==> src/rtl/peripheral_noc_pkg.sv <==
// Shared types and helpers for the NoC router output arbitration logic.
package peripheral_noc_pkg;

  // Arbiter ownership state: IDLE has no owner, LOCKED holds a one-hot grant.
  typedef enum logic {
    ARB_IDLE   = 1'b0,
    ARB_LOCKED = 1'b1
  } arb_state_t;

  // Widest request vector the index helper can decode.
  localparam int unsigned MAX_INPUTS = 32;

  // Index of the set bit of a one-hot vector (0 when the vector is empty).
  function automatic int unsigned onehot2idx(input logic [MAX_INPUTS-1:0] oh);
    int unsigned idx;
    idx = 0;
    for (int unsigned i = 0; i < MAX_INPUTS; i++) begin
      if (oh[i]) idx = i;
    end
    return idx;
  endfunction

endpackage

==> src/rtl/peripheral_noc_arb_rr.sv <==
// Combinational round-robin picker: first requester at or after ptr, wrapping.
module peripheral_noc_arb_rr #(
  parameter int N = 5,
  localparam int PTR_W = (N > 1) ? $clog2(N) : 1
) (
  input  logic [N-1:0]     req,
  input  logic [PTR_W-1:0] ptr,
  output logic [N-1:0]     gnt
);

  logic             found;
  logic [PTR_W-1:0] idx;

  // Scan N positions starting at ptr modulo N and grant the first request seen.
  always_comb begin
    gnt   = '0;
    found = 1'b0;
    idx   = '0;
    for (int k = 0; k < N; k++) begin
      idx = PTR_W'((int'(ptr) + k) % N);
      if (!found && req[idx]) begin
        gnt[idx] = 1'b1;
        found    = 1'b1;
      end
    end
  end

endmodule

==> src/rtl/peripheral_noc_router_output_arbiter.sv <==
// Wormhole output arbiter: round-robin grant held from head to last flit,
// single registered output stage with full-throughput backpressure.
module peripheral_noc_router_output_arbiter
  import peripheral_noc_pkg::*;
#(
  parameter int FLIT_WIDTH = 32,
  parameter int INPUTS     = 5
) (
  input  logic                               clk,
  input  logic                               rst,
  input  logic [INPUTS-1:0][FLIT_WIDTH-1:0]  in_flit,
  input  logic [INPUTS-1:0]                  in_last,
  input  logic [INPUTS-1:0]                  in_valid,
  output logic [INPUTS-1:0]                  in_ready,
  output logic [FLIT_WIDTH-1:0]              out_flit,
  output logic                               out_last,
  output logic                               out_valid,
  input  logic                               out_ready
);

  // With one input the pointer degenerates to a constant 1-bit zero.
  localparam int PTR_W = (INPUTS > 1) ? $clog2(INPUTS) : 1;

  arb_state_t                state_q;
  logic [INPUTS-1:0]         gnt_q;
  logic [PTR_W-1:0]          ptr_q;
  logic [PTR_W-1:0]          ptr_d;
  logic [INPUTS-1:0]         rr_gnt;

  logic [FLIT_WIDTH-1:0]     out_flit_q;
  logic                      out_last_q;
  logic                      out_valid_q;

  logic                      out_free;
  logic                      xfer;
  logic [FLIT_WIDTH-1:0]     sel_flit;
  logic                      sel_last;

  peripheral_noc_arb_rr #(
    .N (INPUTS)
  ) u_rr (
    .req (in_valid),
    .ptr (ptr_q),
    .gnt (rr_gnt)
  );

  // The output register can take a flit when empty or when draining this cycle.
  assign out_free = ~out_valid_q | out_ready;
  assign in_ready = (state_q == ARB_LOCKED) ? (gnt_q & {INPUTS{out_free}}) : '0;
  assign xfer     = |(in_valid & in_ready);

  // Route the owner's flit; gnt_q is one-hot so an OR-reduction mux suffices.
  always_comb begin
    sel_flit = '0;
    sel_last = 1'b0;
    for (int i = 0; i < INPUTS; i++) begin
      if (gnt_q[i]) begin
        sel_flit = sel_flit | in_flit[i];
        sel_last = sel_last | in_last[i];
      end
    end
  end

  // Pointer moves one past the newly granted input (index helper covers up to 32 inputs).
  always_comb begin
    ptr_d = PTR_W'((onehot2idx(MAX_INPUTS'(rr_gnt)) + 1) % INPUTS);
  end

  // Ownership FSM: grant in IDLE, hold through the packet, release on the last flit.
  always_ff @(posedge clk or negedge rst) begin
    if (!rst) begin
      state_q <= ARB_IDLE;
      gnt_q   <= '0;
      ptr_q   <= '0;
    end else begin
      case (state_q)
        ARB_IDLE: begin
          if (|in_valid) begin
            state_q <= ARB_LOCKED;
            gnt_q   <= rr_gnt;
            ptr_q   <= ptr_d;
          end
        end
        ARB_LOCKED: begin
          if (xfer && sel_last) begin
            state_q <= ARB_IDLE;
            gnt_q   <= '0;
          end
        end
        default: begin
          state_q <= ARB_IDLE;
          gnt_q   <= '0;
        end
      endcase
    end
  end

  // Output stage: load on transfer, empty when drained without a replacement.
  always_ff @(posedge clk or negedge rst) begin
    if (!rst) begin
      out_flit_q  <= '0;
      out_last_q  <= 1'b0;
      out_valid_q <= 1'b0;
    end else if (xfer) begin
      out_flit_q  <= sel_flit;
      out_last_q  <= sel_last;
      out_valid_q <= 1'b1;
    end else if (out_ready) begin
      out_valid_q <= 1'b0;
    end
  end

  assign out_flit  = out_flit_q;
  assign out_last  = out_last_q;
  assign out_valid = out_valid_q;

endmodule

==> config.mk <==
export PLATFORM = sky130hd
export DESIGN_NAME = peripheral_noc_router_output_arbiter
export DESIGN_NICKNAME = d
export VERILOG_FILES = /design/src/rtl/peripheral_noc_pkg.sv /design/src/rtl/peripheral_noc_arb_rr.sv /design/src/rtl/peripheral_noc_router_output_arbiter.sv
export SDC_FILE = /design/constraint.sdc
export NUM_CORES = 1
export LEC_CHECK = 0
export CAP_MARGIN = 20
export CORE_ASPECT_RATIO = 0.75
export CORE_MARGIN = 8
export CORE_UTILIZATION = 44
export DETAILED_ROUTE_END_ITERATION = 12
export HOLD_SLACK_MARGIN = 0.03
export PLACE_DENSITY = 0.95
export SKIP_LAST_GASP = 1
export SYNTH_ARGS = -nofsm -noshare
export SYNTH_HDL_FRONTEND = slang
export SYNTH_SLANG_ARGS = --single-unit
==> constraint.sdc <==
create_clock -name clk -period 11.6 [get_ports clk]
set_clock_uncertainty 0.1 [all_clocks]
set_input_delay 2.32 -clock clk [delete_from_list [all_inputs] [get_ports clk]]
set_output_delay 2.32 -clock clk [all_outputs]
set_load 0.005 [all_outputs]
==> key figures, run 1 <==
Global route
  • Pin count of the biggest net entering global routing: 68
  • Total GRT Usage: 0.2678
  • First-pass GRT wire length: 27190 um
  • Number of global-route vias before repair: 4852
  • GRT overflow: 0
  • Initial antenna violation count: 0

Setup path
  • CP startpoint kind: input port
  • Cells on worst reg2reg path: 15
  • Reg-to-Reg Start: ptr_q[1]
  • Crit Path Class: input port to output pin
  • Critical Path End Type: output pin
  • Worst EP arrival: 3.74 ns
  • Critical R2R Capture: ptr_q[1]
  • Reg2Reg Setup Slack: roughly 6.1 ns
  • Data required, critical path: 9.18 ns
  • Worst-path fanout max: 6

Synth
  • Library cells used by synthesis: 78
  • Synth top area share: 0.2630
  • Cell taking the most area after synthesis: dfrtp_1
  • Ys Warns: 0
  • Synthesized net count: 682
  • Post-synth EDFFs: 0
  • Post-synthesis async set-or-reset flop share: 1.000
  • Seq/Total Area, Yosys: 0.2630
  • Synth Register Bits: 43
  • Syn Std Cell Area: around 4100 um^2
  • Cells after synthesis: 490
  • Ys flop type: dfrtp_1
  • Synthesized area per cell: about 8.3 um^2
  • Synth area leaders: dfrtp_1 (26%), a222oi_1 (8.3%), a31oi_1 (6.3%)

Timing
  • Worst-margin pin slew: 0.9753 ns
  • Fmax achieved: ~160 MHz
  • Final Critical Period: 6.165 ns
  • Final setup fails: 0
  • Max Slew Vio Count: 0
  • Setup TNS: 0 ns
  • Final hold viol count: 0
  • Rel. slew slack: 0.3498
  • Fin crit share: 0.5314
  • RSZ-0062 raised after global routing: false

Floorplanning
  • Die Width: 127.3 um
  • # rows: 30
  • DIE AREA: roughly 13000 um^2
  • Core outline area: between 9000 and 10000 um^2
  • Num ports: 212
  • Initial core utilization: 0.4523
  • Die height: about 100 um

Pwr
  • Peak supply drop: 0.0001487 V
  • Cell area power density: 273.6 nW/um^2
  • Leakage: 2.432 nW

Detailed routing
  • Iteration count of the initial detailed-routing pass: 7
  • Via count: 4995
  • WL/cell: ~23 um
  • Drt via density: 6.252
  • WL final: approximately 18000 um
  • Number of routed nets with antenna violations: 0
  • 1st-iter DRT viols: 781
  • DRC violations left: 0

Status
  • Outcome: finished, final reports clean

Finish
  • Nets: roughly 860
  • Commonest non-fill, non-tap cell in the layout: clkdlybuf4s50_1
  • Area grow syn2layout: 55.90%
  • Most frequent cells in the layout: clkdlybuf4s50_1 (210), nor2_1 (45), dfrtp_1 (43), a31oi_1 (41), a222oi_1 (34)
  • Ant. Diodes: 0
  • Non-Filler Instances: 799
  • Share of cells above drive strength 1: 0.05514

Clock network
  • CTS Hold Bufs: 0
  • CTS root buffer: clkbuf_16
  • Clock sinks: 43
  • TritonCTS Buffers: 5
  • Htree depth: 2
  • Post-CTS setup buffers: 0
  • Gates resized, CTS repair: 0
  • Clk slew on worst S/H paths: ~0.060 ns
  • Worst-Skew Late Latency: 0.27 ns
  • Clock buffer depth: 2
  • CTS tree: yes

Run
  • MaxCap Viol Count: 0

Worst hold path
  • Hold Crit Depth: 2
  • Worst min-delay path class: flip-flop to flip-flop
  • Hold_sp: out_last
  • Hold path endpoint: out_last

Place
  • Port bufs: 211
  • GP Congestion: 0.9734
  • Inst Count DP: between 700 and 800
  • Post-DP HPWL: ~14000 um
## worst max path at each step
stage,from,endpoint,slack [ns]
2_1_floorplan,out_ready,in_ready[2],6.49
3_3_place_gp,out_ready,in_ready[1],5.55
3_5_place_dp,out_ready,in_ready[4],5.44
4_1_cts,out_ready,in_ready[4],5.44
5_1_grt,out_ready,in_ready[4],5.38
6_report,out_ready,in_ready[4],5.44
## cells by family (layout without fill, tap and decap cells)
| group | after synthesis | in the layout | share of synthesized area |
|---|---|---|---|
| adders and majority gates | 19 | 19 | 0.05810 |
| DFF | 43 | 43 | 0.2630 |
| AOI/OAI and AO/OA | 192 | 192 | 0.3651 |
| buffers and inverters | 61 | 242 | 0.06330 |
| muxes | 15 | 15 | 0.04893 |
| xor gates and xnor gates | 6 | 6 | 0.01284 |
| and+or+nand+nor | 154 | 154 | 0.1887 |
## cell usage after synthesis, drive strengths merged, types with 7 or more instances
master  count
inv        16
nor3       15
nand2      34
nor2       45
a222oi     34
dfrtp      43
ha         19
a31oi      41
and3        8
o21ai      22
clkbuf     31
buf        13
a21o        7
a21oi      15
mux2i       9
nand2b      9
nand3       8
a22oi      34
## critical path, stage by stage
cell and delay, ns:
clkdlybuf4s50_1 0.44, nand2b_1 0.20, and3_1 0.24, clkdlybuf4s50_1 0.54
## sequential cells by signal, indices dropped and copies added (netlist names)
name       count
out_flit      32
state_q        1
out_valid      1
gnt_q          5
out_last       1
ptr_q          3
## metrics by stage
| step | cell area (um^2) | setup slack, ns | utilization | hold slack (ns) | total power [mW] |
|---|---|---|---|---|---|
| after floorplan | 4091 | 6.487 | - | 0.4325 | 1.147 |
| after global placement | 6220 | 5.547 | 0.6876 | 0.4315 | 1.511 |
| after detailed placement | 6220 | 5.437 | 0.6876 | 0.4418 | 1.566 |
| after CTS | 6379 | 5.437 | 0.7051 | 0.4513 | 1.727 |
| after global routing | 6379 | 5.381 | 0.7051 | 0.4703 | 1.872 |
| final | 6379 | 5.435 | 0.7051 | 0.4427 | 1.745 |
## power breakdown
group | total (mW) | internal [mW] | switching, mW
Clock | 0.156 | 0.101 | 0.0559
Combinational | 1.31 | 0.571 | 0.737
Sequential | 0.281 | 0.230 | 0.0513
Total | 1.75 | 0.902 | 0.844
## per-layer routing
layer  vias up  part of all wire  GRT usage
li1       2294                 -          -
met1      2355              0.40     0.3447
met2       316              0.47     0.4329
met3        30              0.11    0.06734
met4         0             0.023    0.08113
met5         -                 0          0
## final cells by class
type	count	area, um^2
clock inverter	1	30.03
sequential	43	1076
timing repair buffer	218	2160
clock buffer	6	128.9
tap	128	160.2
inverter	17	66.31
multi-input combinational	386	2758
fill	688	2668
No activity file was read; power rests on OpenSTA's default activity.
==> run 2, diff against run 1 <==
Settings changed: CORE_UTILIZATION 44 to 41, PLACE_DENSITY 0.95 to 0.94.
Clock period 11.6 ns to 6.2 ns, I/O delays scaled along.
==> run 2 against run 1 <==
Effect of this change: clock power is 69% higher; non-clock buffer count is 4 higher; setup slack lost 4.2 ns; final area increased by 0.82%; flip-flop and latch count is the same; largest cell class unchanged; worst hold slack improved by 0.0069 ns; sequential share of layout area decreased by 0.14 points; wire length decreased by 0.43%; critical path depth increased by 12; critical path type is now flip-flop to flip-flop; via count shrank 0.42%; highest routed layer unchanged; sequential power increased by 88%; utilization shrank 4.2 points.
==> key figures, run 2 (synthesis results as in run 1) <==
Status
  • Outcome: finished, final reports clean

Setup path
  • Critical Path End Type: flip-flop
  • CP max-delay cell: ha_1
  • Worst EP arrival: 5.03 ns (+1.29 ns)
  • Critical R2R Capture: ptr_q[1]
  • CP startpoint kind: flip-flop
  • Critical Path Max Stage Delay: 0.73 ns (+0.19 ns)
  • Crit Path Class: flip-flop to flip-flop
  • Data required, critical path: 6.27 ns (-2.91 ns)
  • Stages on the worst setup path: 16 (+12)
  • Critical-path cell list: buf_4 -> clkinv_1 -> ha_1 -> inv_2 -> ha_1 -> or3_1 -> nand3_2 -> nand2_1 -> a32oi_2 -> mux2_4 -> o2111ai_4 -> mux2i_1 -> a211o_1 -> nor2_1 -> ha_1 -> o31ai_1
  • Most Frequent Cell on Critical Path: ha_1
  • Reg-to-Reg Start: ptr_q[1]
  • Crit-path leading delay family: compound AO/OA/AOI/OAI gates
  • Worst-path fanout max: 20 (+14)
  • Setup crit start: ptr_q[1]
  • Cells on worst reg2reg path: 16 (+1)
  • Worst Path Buf+Inv: 3 (+1)
  • Crit path to: ptr_q[1]
  • Reg2Reg Setup Slack: 1.24 ns (-4.82 ns)

Clock network
  • TritonCTS Buffers: 5 (unchanged)
  • Post-CTS setup buffers: 0 (unchanged)
  • CTS root buffer: clkbuf_16
  • CTS Hold Bufs: 0 (unchanged)
  • Clock sinks: 43 (unchanged)
  • Htree depth: 2 (unchanged)
  • Clock buffer depth: 2 (unchanged)
  • CTS tree: yes
  • Gates resized, CTS repair: 0 (unchanged)
  • Worst-Skew Late Latency: 0.28 ns (about the same)
  • Clk slew on worst S/H paths: 0.06 ns (about the same)

Detailed routing
  • Drt via density: 6.164 (-1.4%)
  • DRC violations left: 0 (unchanged)
  • WL/cell: 22.29 um (-1.4%)
  • WL final: 17990 um (-0.43%)
  • Number of routed nets with antenna violations: 0 (unchanged)
  • 1st-iter DRT viols: 711 (-9.0%)
  • Iteration count of the initial detailed-routing pass: 7 (unchanged)
  • Via count: 4974 (-0.42%)

Finish
  • Area occupied by multi-input gates: 2758 um^2 (unchanged)
  • Storage cell area: 1076 um^2 (unchanged)
  • Commonest non-fill, non-tap cell in the layout: clkdlybuf4s50_1
  • Nets: 867 (+0.46%)
  • Share of cells above drive strength 1: 0.06222 (+0.007081)
  • Ant. Diodes: 0 (unchanged)
  • Max reg flops: 32 (unchanged)
  • Area grow syn2layout: 57.19%
  • Most frequent cells in the layout: clkdlybuf4s50_1 (210), nor2_1 (45), dfrtp_1 (43), a31oi_1 (41), a222oi_1 (34)
  • Fill count: 768 (+12%)

Global route
  • Initial antenna violation count: 0 (unchanged)
  • Total GRT Usage: 0.2452 (-0.02265)
  • GRT overflow: 0 (unchanged)
  • Pin count of the biggest net entering global routing: 68 (unchanged)
  • Number of global-route vias before repair: 4819 (-0.68%)
  • First-pass GRT wire length: 26560 um (-2.3%)

Timing
  • Setup TNS: 0 ns (unchanged)
  • Rel. slew slack: 0.4946 (+0.1448)
  • Final setup fails: 0 (unchanged)
  • Worst-margin pin slew: 0.7582 ns (-0.2172 ns)
  • Setup ws final: 1.240 ns (-4.195 ns)
  • Fin crit share: 0.7999
  • RSZ-0062 raised after global routing: false
  • Final Critical Period: between 4 and 5 ns
  • Fmax achieved: 201.6 MHz
  • Final hold viol count: 0 (unchanged)
  • Max Slew Vio Count: 0 (unchanged)

Pwr
  • Peak supply drop: 0.0002657 V (+79%)
  • Leakage: 2.458 nW (+1.0%)
  • Cell area power density: 509.2 nW/um^2 (+86%)

Worst hold path
  • Worst min-delay path class: flip-flop to flip-flop
  • Hold Crit Depth: 2 (unchanged)

Place
  • Post-place setup slack: 1.372 ns (-4.065 ns)
  • GP Congestion: 0.9684 (-0.51%)
  • Post-DP HPWL: 14000 um (-0.22%)
  • Port bufs: 211 (unchanged)

Floorplanning
  • Initial core utilization: 0.4219 (-0.03035)
  • Core outline area: 9697 um^2 (+7.2%)
  • # rows: 31 (+3.3%)
  • Num ports: 212 (unchanged)
  • DIE AREA: 13460 um^2 (+6.3%)
  • Die Width: 131.4 um (+3.1%)
  • Die height: 102.5 um (+3.0%)

Run
  • MaxCap Viol Count: 0 (unchanged)
run 2: changes by cell type in the layout (fill, tap and decap cells not counted):
cell and change:
clkbuf_8 +1, clkbuf_1 -1, buf_12 +1, bufinv_16 -1, clkinv_2 +1, buf_16 +1, buf_4 +2
run 2: report_power, final:
part / leakage, nW / switching [mW] / internal [mW]
Clock: 0.0727 / 0.107 / 0.157
Sequential: 0.505 / 0.0967 / 0.431
Combinational: 1.88 / 1.39 / 1.09
run 2: worst min-delay path, cell delays in order (launching register included):
cell,delay (ns)
dfrtp_1,0.37
nor2_1,0.10
a31oi_1,0.04
run 2: stage by stage:
| stage | total power, mW | util | hold slack [ns] | cells | cell area [um^2] |
|---|---|---|---|---|---|
| floorplan | 2.146 | - | 0.4325 | 490 | 4091 |
| CTS | 3.215 | 0.6583 | 0.4506 | 805 | 6384 |
| global route | 3.520 | 0.6632 | 0.4723 | 807 | 6431 |
| global placement | 2.873 | 0.6435 | 0.4310 | 798 | 6240 |
| detailed placement | 2.939 | 0.6435 | 0.4279 | 798 | 6240 |
| finish | 3.274 | 0.6632 | 0.4497 | 807 | 6431 |
run 2: worst min-delay path by stage:
stage	startpoint	endpoint	slack, ns
global placement	out_flit[12]	out_flit[12]	0.43
finish	out_flit[17]	out_flit[17]	0.45
CTS	out_flit[11]	out_flit[11]	0.45
floorplan	out_last	out_last	0.43
detailed placement	out_last	out_last	0.43
global route	out_flit[10]	out_flit[10]	0.47
run 2: cell type report:
| type | count | share of cell area |
|---|---|---|
| flip-flops and latches | 43 | 0.1673 |
| multi-input cells | 386 | 0.4288 |
| clock buffers | 6 | 0.02160 |
| inverters | 17 | 0.01031 |
| clock inverters | 1 | 0.0007782 |
| well taps | 132 | 0.02568 |
| repair buffers | 222 | 0.3455 |
run 2: layer usage:
layer / up-vias / global-route usage / routed length, um
met5: - / 0 / 0
met2: 291 / 0.3986 / 8450
met4: 0 / 0.06157 / 504
met3: 32 / 0.07546 / 1798
li1: 2308 / - / -
met1: 2343 / 0.3137 / 7232
==> run 3, diff against run 2 <==
Clock period 6.2 ns to 5.2 ns, I/O delays scaled along.
==> run 3 against run 2 <==
Effect of this change: utilization increased by 0.21 points; critical path depth increased by 2; flip-flop and latch count unchanged; critical endpoint is now ptr_q[2]; die area unchanged; non-clock buffer count increased by 3; first-iteration DRC count decreased by 3.8%; highest routed layer unchanged; clock power increased by 39%; wire length decreased by 0.46%; cell count increased by 0.50%; setup slack got worse by 0.62 ns; combinational power increased by 19%; register-to-register slack got worse by 0.62 ns.
==> key figures, run 3 (synthesis results as in run 1) <==
Timing
  • Worst-margin pin slew: 0.9586 ns (+0.2004 ns)
  • Hold WS: 0.4503 ns (+0.0006120 ns)
  • Rel. slew slack: 0.3609 (-0.1336)
  • RSZ-0062 raised after global routing: false
  • Fin crit share: 0.8799 (+0.07991)
  • Final setup fails: 0 (unchanged)
  • Fmax achieved: 218.6 MHz (+8.4%)
  • Final hold viol count: 0 (unchanged)
  • Final Critical Period: 4.575 ns (-0.3844 ns)
  • Max Slew Vio Count: 0 (unchanged)
  • Setup ws final: 0.6247 ns (-0.6156 ns)
  • Setup TNS: 0 ns (unchanged)

Run
  • MaxCap Viol Count: 0 (unchanged)

Global route
  • Number of global-route vias before repair: 4898 (+1.6%)
  • GRT overflow: 0 (unchanged)
  • Total GRT Usage: 0.2423 (-0.002872)
  • Pin count of the biggest net entering global routing: 67 (-1.5%)
  • First-pass GRT wire length: 26630 um (+0.29%)
  • Initial antenna violation count: 0 (unchanged)

Place
  • Post-DP HPWL: 13890 um (-0.83%)
  • Port bufs: 211 (unchanged)
  • GP Congestion: 0.9492 (-2.0%)
  • Post-place setup slack: 0.6713 ns (-0.7007 ns)

Detailed routing
  • Number of routed nets with antenna violations: 0 (unchanged)
  • DRC violations left: 0 (unchanged)
  • Via count: 5055 (+1.6%)
  • WL/cell: 22.08 um (-0.95%)
  • Drt via density: 6.233 (+1.1%)
  • 1st-iter DRT viols: 684 (-3.8%)
  • Iteration count of the initial detailed-routing pass: 6 (-1)
  • WL final: 17900 um (-0.46%)

Finish
  • Share of cells above drive strength 1: 0.06775 (+0.005524)
  • Max reg flops: 32 (unchanged)
  • Fill count: 763 (-0.65%)
  • Most frequent cells in the layout: clkdlybuf4s50_1 (210), nor2_1 (45), dfrtp_1 (43), a31oi_1 (41), a222oi_1 (34)
  • Nets: 870 (+0.35%)
  • Commonest non-fill, non-tap cell in the layout: clkdlybuf4s50_1
  • Ant. Diodes: 0 (unchanged)
  • Area grow syn2layout: 57.68%

Setup path
  • Reg-to-Reg Start: ptr_q[0]
  • Most Frequent Cell on Critical Path: ha_1
  • Critical Path Max Stage Delay: 0.45 ns (-0.28 ns)
  • Crit Path Class: flip-flop to flip-flop
  • Critical-path cell list: inv_1 -> ha_1 -> inv_1 -> ha_1 -> inv_1 -> ha_1 -> or3_1 -> nand3_2 -> nand2_1 -> a32oi_2 -> mux2_4 -> o2111ai_4 -> mux2i_1 -> a211o_1 -> or2_1 -> ha_1 -> nand2_1 -> o22ai_1
  • Critical Path End Type: flip-flop
  • Crit-path leading delay family: adder cells
  • CP startpoint kind: flip-flop
  • Cells on worst reg2reg path: 18 (+2)
  • Worst EP arrival: 4.62 ns (-0.41 ns)
  • CP max-delay cell: or3_1
  • Reg2Reg Setup Slack: 0.62 ns (-0.62 ns)
  • Data required, critical path: 5.25 ns (-1.02 ns)
  • Worst Path Buf+Inv: 3 (unchanged)
  • Critical R2R Capture: ptr_q[2]
  • Worst-path fanout max: 7 (-65%)

Floorplanning
  • Die height: 102.5 um (unchanged)
  • Core outline area: 9697 um^2 (unchanged)
  • DIE AREA: 13460 um^2 (unchanged)
  • Initial core utilization: 0.4219 (unchanged)
  • Die Width: 131.4 um (unchanged)
  • Num ports: 212 (unchanged)
  • # rows: 31 (unchanged)

Clock network
  • Worst-Skew Late Latency: 0.28 ns (about the same)
  • Htree depth: 2 (unchanged)
  • TritonCTS Buffers: 5 (unchanged)
  • CTS Hold Bufs: 0 (unchanged)
  • Clock buffer depth: 2 (unchanged)
  • Gates resized, CTS repair: 0 (unchanged)
  • CTS tree: yes
  • Clk slew on worst S/H paths: 0.06 ns (about the same)
  • Post-CTS setup buffers: 0 (unchanged)
  • CTS root buffer: clkbuf_16
  • Clock sinks: 43 (unchanged)

Worst hold path
  • Hold_sp: out_flit[19]
  • Hold Crit Depth: 2 (unchanged)
  • Hold path endpoint: out_flit[19]
  • Worst min-delay path class: flip-flop to flip-flop

Pwr
  • Cell area power density: 610.2 nW/um^2 (+20%)
  • Leakage: 2.477 nW (+0.78%)
  • Peak supply drop: 0.0003048 V (+15%)

Status
  • Outcome: finished, final reports clean
[run 3: tightest hold or removal path, cell delays in order, from the launching register on]
cell,delay (ns)
dfrtp_1,0.37
nor2_1,0.10
a31oi_1,0.04
[run 3: worst max-delay path by stage]
stage               cells past startpoint        to        start
floorplan                              22  ptr_q[2]     ptr_q[0]
global placement                       11  ptr_q[1]  in_valid[2]
detailed placement                     11  ptr_q[1]  in_valid[2]
CTS                                    17  ptr_q[1]     ptr_q[0]
global route                           19  ptr_q[1]     ptr_q[0]
finish                                 18  ptr_q[2]     ptr_q[0]
[run 3: layout make-up]
| cell class | count | area, um^2 | share of cell area |
|---|---|---|---|
| Timing Repair Buffer | 225 | 2212 | 0.3429 |
| Sequential cell | 43 | 1076 | 0.1668 |
| Multi-Input combinational cell | 386 | 2758 | 0.4275 |
| Clock inverter | 2 | 35.03 | 0.005431 |
| Inverter | 17 | 66.31 | 0.01028 |
| Clock buffer | 6 | 138.9 | 0.02153 |
| Tap cell | 132 | 165.2 | 0.02560 |
[run 3: power by group]
group          total, mW  switching [mW]  internal (mW)
clock network      0.367           0.128          0.239
registers          0.617           0.103          0.514
logic               2.95            1.66           1.30
total               3.94            1.89           2.05
[run 3: through the flow]
stage / utilization / std cells / total power, mW / area, um^2
6_report: 0.6653 / 811 / 3.937 / 6451
4_1_cts: 0.6653 / 811 / 3.895 / 6451
5_1_grt: 0.6653 / 811 / 4.209 / 6451
2_1_floorplan: - / 490 / 2.558 / 4091
3_5_place_dp: 0.6474 / 803 / 3.517 / 6277
3_3_place_gp: 0.6474 / 803 / 3.412 / 6277
[run 3: layer usage]
| metal | wire length [um] | vias to the layer above | part of all wire | global-route usage |
|---|---|---|---|---|
| met5 | 0 | - | 0 | 0 |
| li1 | - | 2306 | - | - |
| met4 | 352 | 0 | 0.020 | 0.06069 |
| met2 | 8693 | 331 | 0.49 | 0.4057 |
| met1 | 7171 | 2391 | 0.40 | 0.3118 |
| met3 | 1686 | 27 | 0.094 | 0.05745 |
